--- config.mk ---
export PLATFORM = sky130hd
export DESIGN_NAME = uart_tx_frame
export DESIGN_NICKNAME = d
export VERILOG_FILES = /design/src/rtl/uart_pkg.sv /design/src/rtl/uart_baud_tick.sv /design/src/rtl/uart_tx_frame.sv
export SDC_FILE = /design/constraint.sdc
export NUM_CORES = 1
export LEC_CHECK = 0
export ABC_AREA = 1
export CAP_MARGIN = 0
export CORE_MARGIN = 5
export CORE_UTILIZATION = 55
export CTS_CLUSTER_SIZE = 28
export DETAILED_ROUTE_END_ITERATION = 8
export GPL_TIMING_DRIVEN = 0
export PLACE_DENSITY = 0.78
export SYNTH_ARGS = -nofsm -noshare
export SYNTH_HDL_FRONTEND = slang
export SYNTH_SLANG_ARGS = --single-unit
export TNS_END_PERCENT = 5
--- constraint.sdc ---
create_clock -name clk_3125 -period 4.31 [get_ports clk_3125]
set_clock_uncertainty 0.2 [all_clocks]
set_input_delay 0.6465 -clock clk_3125 [delete_from_list [all_inputs] [get_ports clk_3125]]
set_output_delay 0.6465 -clock clk_3125 [all_outputs]
set_load 0.1 [all_outputs]
--- src/rtl/uart_pkg.sv ---
`default_nettype none
// ============================================================================
// Module   : uart_pkg
// Purpose  : Shared types and constants for the UART transmit path. It holds
//            the frame state encoding, the frame geometry, the default bit
//            time and the parity helper.
// Ports    : none (package)
// Revision : 1.0  initial release
// ============================================================================
package uart_pkg;

  // Frame sequencing states; explicit 3-bit encoding
  typedef enum logic [2:0] {
    IDLE   = 3'd0,
    START  = 3'd1,
    DATA   = 3'd2,
    PARITY = 3'd3,
    STOP   = 3'd4
  } state_t;

  localparam int FRAME_BITS           = 11;  // start + 8 data + parity + stop
  localparam int DATA_BITS            = 8;
  localparam int DEFAULT_CLKS_PER_BIT = 27;  // ~115200 baud at 3.125 MHz

  // Even parity is the XOR of the data bits; odd parity is its complement.
  function automatic logic calc_parity(input logic [DATA_BITS-1:0] data,
                                       input logic                 odd);
    return odd ? ~^data : ^data;
  endfunction

endpackage
`default_nettype wire

--- src/rtl/uart_baud_tick.sv ---
`default_nettype none
// ============================================================================
// Module   : uart_baud_tick
// Purpose  : Bit-time counter. Counts 0..CLKS_PER_BIT-1 and wraps, so the
//            bit timing restarts exactly at every frame and never drifts.
// Ports    : clk       in  1  clock
//            rst       in  1  synchronous active-high reset
//            clear     in  1  hold the counter at zero
//            bit_tick  out 1  high on the last clock of each bit
//            pre_tick  out 1  high on the clock before the last clock of a bit
// Revision : 1.0  initial release
// ============================================================================
module uart_baud_tick #(
  parameter int CLKS_PER_BIT = 27
) (
  input  logic clk,
  input  logic rst,
  input  logic clear,
  output logic bit_tick,
  output logic pre_tick
);

  localparam int CNT_W = (CLKS_PER_BIT > 1) ? $clog2(CLKS_PER_BIT) : 1;
  localparam logic [CNT_W-1:0] CNT_LAST = CNT_W'(CLKS_PER_BIT - 1);
  localparam logic [CNT_W-1:0] CNT_PRE  = CNT_W'(CLKS_PER_BIT - 2);

  logic [CNT_W-1:0] r_cnt;

  always_ff @(posedge clk) begin
    if (rst || clear) begin
      r_cnt <= '0;
    end else if (r_cnt == CNT_LAST) begin
      r_cnt <= '0;
    end else begin
      r_cnt <= r_cnt + 1'b1;
    end
  end

  assign bit_tick = (r_cnt == CNT_LAST);
  // Lets the parent register a pulse that lands on the last clock of a bit
  assign pre_tick = (r_cnt == CNT_PRE);

endmodule
`default_nettype wire

--- src/rtl/uart_tx_frame.sv ---
`default_nettype none
// ============================================================================
// Module   : uart_tx_frame
// Purpose  : UART transmitter. Sends start(0), 8 data bits MSB first, a
//            parity bit and stop(1); every bit lasts CLKS_PER_BIT clocks.
//            Bytes arrive through a ready/valid handshake.
// Config   : UART_TX_HOLD_BUF_EN - when defined, a one-byte holding register
//            lets the host hand over the next byte while a frame is in flight,
//            and that byte follows the stop bit with no idle gap.
// Ports    : clk_3125  in  1  3.125 MHz system clock
//            rst       in  1  synchronous active-high reset
//            tx_valid  in  1  host offers tx_data
//            tx_data   in  8  byte to send, bit 7 first
//            tx_ready  out 1  byte accepted when tx_valid && tx_ready
//            tx        out 1  serial line, idle high
//            tx_busy   out 1  frame in progress
//            tx_done   out 1  pulse on the last clock of the stop bit
// Revision : 1.0  initial release
// ============================================================================
module uart_tx_frame
  import uart_pkg::*;
#(
  parameter int CLKS_PER_BIT = DEFAULT_CLKS_PER_BIT,
  parameter int PARITY_ODD   = 0
) (
  input  logic                 clk_3125,
  input  logic                 rst,
  input  logic                 tx_valid,
  input  logic [DATA_BITS-1:0] tx_data,
  output logic                 tx_ready,
  output logic                 tx,
  output logic                 tx_busy,
  output logic                 tx_done
);

  localparam logic PARITY_IS_ODD = (PARITY_ODD != 0);

  state_t                r_state;
  logic [DATA_BITS-1:0]  r_shift;
  logic                  r_parity;
  logic [2:0]            r_bit_cnt;
  logic                  r_hold_full;
  logic [DATA_BITS-1:0]  r_hold_data;

  logic                  w_accept;
  logic                  w_bit_tick;
  logic                  w_pre_tick;
  logic                  w_frame_end;
  logic                  w_start_point;
  logic                  w_start_frame;
  logic [DATA_BITS-1:0]  w_start_byte;

  assign w_accept = tx_valid && tx_ready;

  // Counter is parked at zero while idle so every frame starts on a fresh
  // bit boundary; between contiguous frames it simply wraps.
  uart_baud_tick #(
    .CLKS_PER_BIT (CLKS_PER_BIT)
  ) u_baud (
    .clk      (clk_3125),
    .rst      (rst),
    .clear    (r_state == IDLE),
    .bit_tick (w_bit_tick),
    .pre_tick (w_pre_tick)
  );

  assign w_frame_end   = (r_state == STOP) && w_bit_tick;
  // A new frame may begin from IDLE or directly after the last stop clock
  assign w_start_point = (r_state == IDLE) || w_frame_end;
  assign w_start_frame = w_start_point && (r_hold_full || w_accept);
  // A buffered byte is older than anything offered this cycle, so it goes first
  assign w_start_byte  = r_hold_full ? r_hold_data : tx_data;

`ifdef UART_TX_HOLD_BUF_EN
  assign tx_ready = ~r_hold_full;

  always_ff @(posedge clk_3125) begin
    if (rst) begin
      r_hold_full <= 1'b0;
      r_hold_data <= '0;
    end else if (w_start_point && r_hold_full) begin
      // Draining: a byte accepted on this same edge takes the freed slot
      r_hold_full <= w_accept;
      if (w_accept) begin
        r_hold_data <= tx_data;
      end
    end else if (w_accept && !w_start_point) begin
      r_hold_full <= 1'b1;
      r_hold_data <= tx_data;
    end
  end
`else
  assign tx_ready    = (r_state == IDLE);
  assign r_hold_full = 1'b0;
  assign r_hold_data = '0;
`endif

  always_ff @(posedge clk_3125) begin
    if (rst) begin
      r_state   <= IDLE;
      r_shift   <= '0;
      r_parity  <= 1'b0;
      r_bit_cnt <= '0;
      tx        <= 1'b1;
      tx_busy   <= 1'b0;
      tx_done   <= 1'b0;
    end else begin
      // Registered one clock ahead so the pulse covers the last stop clock
      tx_done <= (r_state == STOP) && w_pre_tick;

      if (w_start_frame) begin
        r_state   <= START;
        r_shift   <= w_start_byte;
        r_parity  <= calc_parity(w_start_byte, PARITY_IS_ODD);
        r_bit_cnt <= 3'(DATA_BITS - 1);
        tx        <= 1'b0;
        tx_busy   <= 1'b1;
      end else if (w_frame_end) begin
        r_state <= IDLE;
        tx      <= 1'b1;
        tx_busy <= 1'b0;
      end else if (w_bit_tick) begin
        case (r_state)
          START: begin
            r_state <= DATA;
            tx      <= r_shift[DATA_BITS-1];
            r_shift <= {r_shift[DATA_BITS-2:0], 1'b0};
          end
          DATA: begin
            if (r_bit_cnt == 3'd0) begin
              r_state <= PARITY;
              tx      <= r_parity;
            end else begin
              r_bit_cnt <= r_bit_cnt - 3'd1;
              tx        <= r_shift[DATA_BITS-1];
              r_shift   <= {r_shift[DATA_BITS-2:0], 1'b0};
            end
          end
          PARITY: begin
            r_state <= STOP;
            tx      <= 1'b1;
          end
          default: begin
            r_state <= r_state;
          end
        endcase
      end
    end
  end

endmodule
`default_nettype wire

Word level (Yosys, flattened, before mapping)
Cells that the tools add are included.
{ "totals": {"register_bits": 23, "inputBits": 11, "out_inout_bits": 4, "word_cells": 67} }
{ "classes": {"n_addsub": 2, "eq_ne": 11, "mux": 22, "n_reduce_logical": 23} }
{ "ops": {"columns": ["operator", "n"], "rows": [
  ["$mux 8", 4],
  ["$mux 3", 6],
  ["$pmux 8 s2", 1],
  ["$eq 5x5->1 const B", 2],
  ["$mux 1", 9],
  ["$pmux 3 s3", 1],
  ["$reduce_bool 3->1", 3],
  ["$reduce_and 4->1", 2],
  ["$reduce_xor 8->1", 1],
  ["$eq 3x2->1 const B", 2],
  ["$logic_not 3->1", 2],
  ["$reduce_and 3->1", 2],
  ["$reduce_bool 2->1", 3],
  ["$add 5x1->5 const B", 1],
  ["$reduce_bool 5->1", 1],
  ["$logic_and 1x1->1", 4],
  ["$ne 2x2->1 const B", 2],
  ["$ne 4x4->1 const B", 1],
  ["$eq 3x1->1 const B", 1],
  ["$eq 3x3->1 const B", 1],
  ["$ne 3x3->1 const B", 1],
  ["$pmux 1 s3", 1],
  ["$reduce_or 3->1", 1],
  ["$sub 3x1->3 const B", 1],
  ["4 further kinds", 5]
]} }

Logic depth before layout (Yosys ltp)
Gate-level depths: netlist of the first run.
{ "depth": {"depth_word": 6, "mapped_depth": 11, "depth_no_buf": 10} }

Hierarchy
From an unflattened synthesis of the first run, not the netlist that was laid out.
{ "hier_totals": {"cells_unflattened": 227, "hier_area_um2": 1490.2} }
{ "by_module_without_submodules": {"columns": ["mod", "n_inst", "cells_each", "area_each_um2", "seq_area_each_um2"], "rows": [
  ["uart_tx_frame", 1, 194, 1233.7, 360.3],
  ["uart_baud_tick", 1, 33, 256.5, 100.1]
]} }

Worst setup path after synthesis of the first run
No wires, ideal clock.
{ "synth_timing": {"kind": "register -> output", "startpoint": "register r_state[0]", "endpoint": "output port tx_ready", "t_arrival_ps": 1182, "slack_ps": 2281, "stages_incl_launch_ff": 4, "n_path_buf": 0, "cell_sequence": "dfxtp_1 nor2_4 nand2_1 inv_1"} }
{ "synth_via": {"elab_chain_len": 1} }
{ "synth_lines": {"columns": ["item", "line_no", "rtl"], "rows": [
  ["start, declared", "uart_tx_frame.sv:38", "state_t r_state;"],
  ["start signal, assigned", "uart_tx_frame.sv:144", "r_state <= r_state;"],
  ["$logic_not 3->1", "uart_tx_frame.sv:93", "assign tx_ready = (r_state == IDLE);"],
  ["end, declared", "uart_tx_frame.sv:30", "output logic tx_ready,"]
]} }
No other way between the ends.

Final worst setup path of the first run
Same ends and word-level chain as after synthesis.

==> results of run 1 <==
-- report_power, final --
part	switching (W)	leakage, nW	total, W	internal [W]
sequential	0.00000786	0.188	0.000235	0.000227
clock	0.0000657	0.0177	0.000100	0.0000347
combinational	0.0000805	0.579	0.000127	0.0000468
total	0.000154	0.785	0.000462	0.000308
-- worst max-delay path, stage by stage (launching register included) --
cell             delay, ps
dfxtp_1                390
nor2_4                 190
nand2_1                100
inv_1                   60
clkdlybuf4s50_1       1120
-- layer usage --
metal  track usage  routed length, µm
met1         0.251               1410
met2         0.250               1170
met3        0.0475                 76
met4        0.0190                 10
met5             0                  0
-- Yosys cell counts (all sizes together) --
master  instances
nand4           2
dfxtp          23
xnor2           3
xor2            2
inv            32
or2             1
buf             3
nor2           38
ha              5
nor3            1
a21oi           8
nand3          17
a21boi          1
o21ai           9
nand2          75
-- sequential cells by signal, summed over array words and instances, names as in the netlist --
register	flops
tx_busy	1
u_baud.r_cnt	5
r_parity	1
r_bit_cnt	3
r_shift	8
tx_done	1
r_state	3
tx	1
-- stage by stage --
step / setup WS [ps] / utilization
global route: 1210 / 0.652
global placement: 1630 / 0.641
floorplan: 2280 / -
finish: 1290 / 0.652
detailed placement: 1640 / 0.641
CTS: 1270 / 0.652
-- cell families (layout without fill, tap and decap cells) --
logic type / count (synthesis) / after routing / synth area share
AND/OR/NAND/NOR: 134 / 134 / 0.418
buffers and inverters: 35 / 53 / 0.104
flip-flops: 23 / 23 / 0.333
AO/OA/AOI/OAI: 18 / 18 / 0.0670
adder cells (fa/ha/maj): 5 / 5 / 0.0453
XOR/XNOR: 5 / 5 / 0.0317
-- cell type report --
cell class | count | area (µm²) | share of cell area
Multi-Input combinational cell | 162 | 777 | 0.490
Clock buffer | 3 | 22.5 | 0.0142
Inverter | 32 | 120 | 0.0757
Buffer | 3 | 23.8 | 0.0150
Tap cell | 30 | 37.5 | 0.0237
Clock inverter | 1 | 5.00 | 0.00315
Timing Repair Buffer | 14 | 140 | 0.0883
Sequential cell | 23 | 460 | 0.290
-- how the worst min path moves through the flow --
stage                          from              end  slack (ps)
finish                      tx_busy          tx_busy         280
global route                tx_busy          tx_busy         300
CTS                         tx_busy          tx_busy         280
detailed placement          tx_busy          tx_busy         260
global placement            tx_busy          tx_busy         260
floorplan           u_baud.r_cnt[0]  u_baud.r_cnt[0]         240
==> qor.txt, run 1 <==
Status - complete, no violations
CTS tree - done
Antenna Violating Nets Remaining - 0
Final TNS setup - 0 ps
Sequential element share of the synthesized area - 0.333
Max Freq - 331 MHz
Max Cap Violations - 0
Top cell type's share of synthesized area - 0.333
Number of global-route vias before repair - 1113
Clock root buffer - clkbuf_4
PwrDens - 291 nW/µm²
HP Class - flop to flop
Critical Path RT - 3460 ps
FF-to-FF Start - u_baud.r_cnt[0]
Setup violations, final - 0
Reg2reg end - r_shift[6]
Top post-synthesis cells by area - dfxtp_1, nand2_1, nor2_1
Hold WS - 276 ps
Clock slew at reported path FFs - 130 ps
Setup CP Type - flop to output pin
RSZ-0062 raised after global routing - false
Total power draw - 0.000462 W
Largest net degree at the start of global routing - 14
Routed WL - 2660 µm
Hold buffers post-CTS - 0
Worst-path maximum fanout - 5
Hpwl dp - 2100 µm
Max Slew Vio Count - 0
Drt drc - 0
DR vias - 1283
H-tree levels - 1
Global route overflow - 0
Initial Util - 0.568
Post-CTS sizing - 0
N_diodes - 0
# fillers - 239
Setup bufs post-CTS - 0
Synth Warn # - 0
Global placement routability congestion - 0.810
First-pass GRT wire length - 4800 µm
Clock period minus worst slack - 3020 ps
Area grow syn2layout - 14.9%
WL/cell - 9.92 µm
Hold Crit Depth - 2
Clk buf depth - 2
Library cells used by synthesis - 24
Worst setup path endpoint - tx_ready
Crit path capture type - output pin
Worst Reg2Reg Path Length in Cells - 11
Mapped cell area - 1380 µm²
Syn Nets - 236
Commonest non-fill, non-tap cell in the layout - nand2_1
CP arrival - 2180 ps
Ports - 15
Starting DRT DRC Count - 51
Die Span Y - 60.1 µm
Pre-antenna DRT Iters - 4
Startpoint types - flop
Layout cells sized above 1 - 0.0756
Most frequent cells in the layout - nand2_1, nor2_1, inv_1
Syn Inst Count - 220
Cell accounting for the most synthesized area - dfxtp_1
Placed cells - 264
GR Util All Layers - 0.170
Vias/cell - 4.79
Final instance area - 1590 µm²
Flops & latches, synth - 23
Die ar. - 3610 µm²
Clk sinks - 23
Row count - 18
Initial antenna violation count - 0
Cts bufs inserted - 3
Hold Vio Cnt, Final - 0
Skew-Pair Late Insertion Delay - 310 ps
Port bufs - 14
Slew @ Worst Pin - 970 ps
R2r setup slk - 2600 ps
Max_slew headroom - 0.351
Final period utilization - 0.701
Die W - 60.1 µm
Post-Layout Cell Count - 268
VDD IR max - 0.000317 V
Cell Area, Placed - 1560 µm²
Final Net Count - 255
Syn Area/Cell - 6.28 µm²
Core area - 2430 µm²
Worst Setup SP - r_state[0]
Leak pwr - 0.785 nW
(Power assumes the default switching activity.)
==> run 2: changes to the inputs <==
--- a/config.mk
+++ b/config.mk
@@ -8,11 +8,11 @@
 export ABC_AREA = 1
 export CAP_MARGIN = 0
 export CORE_MARGIN = 5
-export CORE_UTILIZATION = 55
+export CORE_UTILIZATION = 50
 export CTS_CLUSTER_SIZE = 28
 export DETAILED_ROUTE_END_ITERATION = 8
 export GPL_TIMING_DRIVEN = 0
-export PLACE_DENSITY = 0.78
+export PLACE_DENSITY = 0.75
 export SYNTH_ARGS = -nofsm -noshare
 export SYNTH_HDL_FRONTEND = slang
 export SYNTH_SLANG_ARGS = --single-unit
==> constraint.sdc (replaced) <==
create_clock -name clk_3125 -period 2.54 [get_ports clk_3125]
set_clock_uncertainty 0.2 [all_clocks]
set_input_delay 0.381 -clock clk_3125 [delete_from_list [all_inputs] [get_ports clk_3125]]
set_output_delay 0.381 -clock clk_3125 [all_outputs]
set_load 0.1 [all_outputs]
==> run 2 against run 1 <==
Effect of this change:
- global-route usage is 3.3 points lower
- die area is 8.3% higher
- first-iteration DRC count grew 35%
- non-clock buffer count did not move
- sequential share of layout area shrank 0.069 points
- register-to-register slack worse by 1800 ps
- largest cell class unchanged
- clock-buffer cell count unchanged
- critical path depth did not move
- worst hold slack better by 2.7 ps
- final area rose by 0.24%
- via count up 1.5%
==> qor.txt, run 2 (same netlist as run 1, synthesis figures left out) <==
# fillers - 257 (was 239)
Clk sinks - 23 (unchanged)
Max Freq - 409 MHz
Slew @ Worst Pin - 968 ps (was 970 ps)
Min-delay src - tx_busy (unchanged)
R2r setup slk - 830 ps (was 2600 ps)
Drt drc - 0 (unchanged)
Cts bufs inserted - 3 (unchanged)
DR vias - 1302 (was 1283)
Startpoint types - flop (unchanged)
Area grow syn2layout - 15.1% (was 14.9%)
Switching Power - 0.000270 W (was 0.000154 W)
WL/cell - 10.2 µm (was 9.92 µm)
Reg with most FFs - r_shift (unchanged)
Hold WS - 278 ps (was 276 ps)
Clock network power share - 0.226 (was 0.217)
Die W - 62.6 µm (was 60.1 µm)
Initial Util - 0.510 (was 0.568)
Max Cap Violations - 0 (unchanged)
CTS tree - done (unchanged)
Max Slew Vio Count - 0 (unchanged)
Sw Ratio - 0.340 (was 0.333)
Hold Vio Cnt, Final - 0 (unchanged)
Die Span Y - 62.6 µm (was 60.1 µm)
Global route overflow - 0 (unchanged)
Vias/cell - 4.84 (was 4.79)
N_diodes - 0 (unchanged)
Port bufs - 14 (unchanged)
Int Pwr - 0.000524 W (was 0.000308 W)
Crit path capture type - output pin (unchanged)
First-pass GRT wire length - 4530 µm (was 4800 µm)
Final Net Count - 255 (unchanged)
Final period utilization - 0.962
PwrDens - 499 nW/µm² (was 291 nW/µm²)
Hold buffers post-CTS - 0 (unchanged)
Max reg flops - 8 (unchanged)
Die ar. - 3910 µm² (was 3610 µm²)
Routed WL - 2740 µm (was 2660 µm)
Critical Path RT - 1960 ps (was 3460 ps)
Largest net degree at the start of global routing - 15 (was 14)
Worst-path maximum fanout - 5 (unchanged)
HP Class - flop to flop (unchanged)
Pre-antenna DRT Iters - 4 (unchanged)
Setup violations, final - 0 (unchanged)
Setup CP Type - flop to output pin (unchanged)
Skew-Pair Late Insertion Delay - 320 ps (was 310 ps)
Worst Setup SP - r_state[0] (unchanged)
VDD IR max - 0.000457 V (was 0.000317 V)
H-tree levels - 1 (unchanged)
Combinational Power Share - 0.271 (was 0.275)
Number of global-route vias before repair - 1075 (was 1113)
Row count - 19 (was 18)
Clock slew at reported path FFs - 140 ps (was 130 ps)
CP arrival - 1860 ps (was 2180 ps)
Largest regs - r_shift x8, u_baud.r_cnt x5 (unchanged)
Clk buf depth - 2 (unchanged)
Status - complete, no violations (unchanged)
Sequential power share - 0.502 (was 0.507)
Leak pwr - 0.781 nW (was 0.785 nW)
RSZ-0062 raised after global routing - false (unchanged)
GR Util All Layers - 0.137 (was 0.170)
FF-to-FF Start - u_baud.r_cnt[0] (unchanged)
Commonest non-fill, non-tap cell in the layout - nand2_1 (unchanged)
Clock root buffer - clkbuf_4 (unchanged)
Layout cells sized above 1 - 0.0756 (unchanged)
Max_slew headroom - 0.352 (was 0.351)
Core area - 2710 µm² (was 2430 µm²)
Hpwl dp - 2110 µm (was 2100 µm)
Initial antenna violation count - 0 (unchanged)
Ports - 15 (unchanged)
Global placement routability congestion - 0.814 (was 0.810)
Clock period minus worst slack - 2440 ps
Starting DRT DRC Count - 69 (was 51)
Final TNS setup - 0 ps (unchanged)
Most frequent cells in the layout - nand2_1, nor2_1, inv_1 (unchanged)
Antenna Violating Nets Remaining - 0 (unchanged)
run 2: final timing paths:
check               end  cells past startpoint
min reg2reg     tx_busy                      2
max            tx_ready                      4
max reg2reg  r_shift[4]                     10
min             tx_busy                      2
run 2: through the flow:
step | total power (W) | setup slack [ps] | instance area, µm² | instances | util
global placement | 0.000619 | 149 | 1560 | 265 | 0.576
global route | 0.000846 | 10.8 | 1590 | 269 | 0.587
finish | 0.000793 | 97.5 | 1590 | 269 | 0.587
detailed placement | 0.000622 | 142 | 1560 | 265 | 0.576
CTS | 0.000797 | 57.8 | 1590 | 269 | 0.586
floorplan | 0.000566 | 777 | 1380 | 220 | -
run 2: power groups by stage:
stage                     logic, W  registers, W  clock network, W
after floorplan           0.000142      0.000424                 0
after global placement    0.000213      0.000406                 0
after detailed placement  0.000216      0.000406                 0
after CTS                 0.000216      0.000398          0.000183
after global routing      0.000243      0.000402          0.000201
final                     0.000215      0.000398          0.000180
run 2: final cells by class:
cell class / count / area, µm² / share of cell area
buffer: 3 / 23.8 / 0.0149
clock buffer: 3 / 22.5 / 0.0142
clock inverter: 1 / 7.51 / 0.00472
inverter: 32 / 120 / 0.0755
multi-input combinational: 162 / 777 / 0.489
sequential: 23 / 460 / 0.290
tap: 31 / 38.8 / 0.0244
timing repair buffer: 14 / 140 / 0.0881
run 2: layer usage:
layer / track usage / part of all wire
met3: 0.0396 / 0.027
met2: 0.206 / 0.44
met1: 0.195 / 0.52
met4: 0.0239 / 0.0069
met5: 0 / 0
run 2: worst max-delay path, cell delays in order, from the launching register on:
cell and delay [ps]:
dfxtp_1 390, nor2_4 190, nand2_1 90, inv_1 60
clkdlybuf4s15_1 810
run 2: what timing repair did:
action	4_1_cts	5_1_grt
endpoints found under the setup margin	1	1
buffers inserted	0	0
pin swaps	0	0
resized for setup	1	1
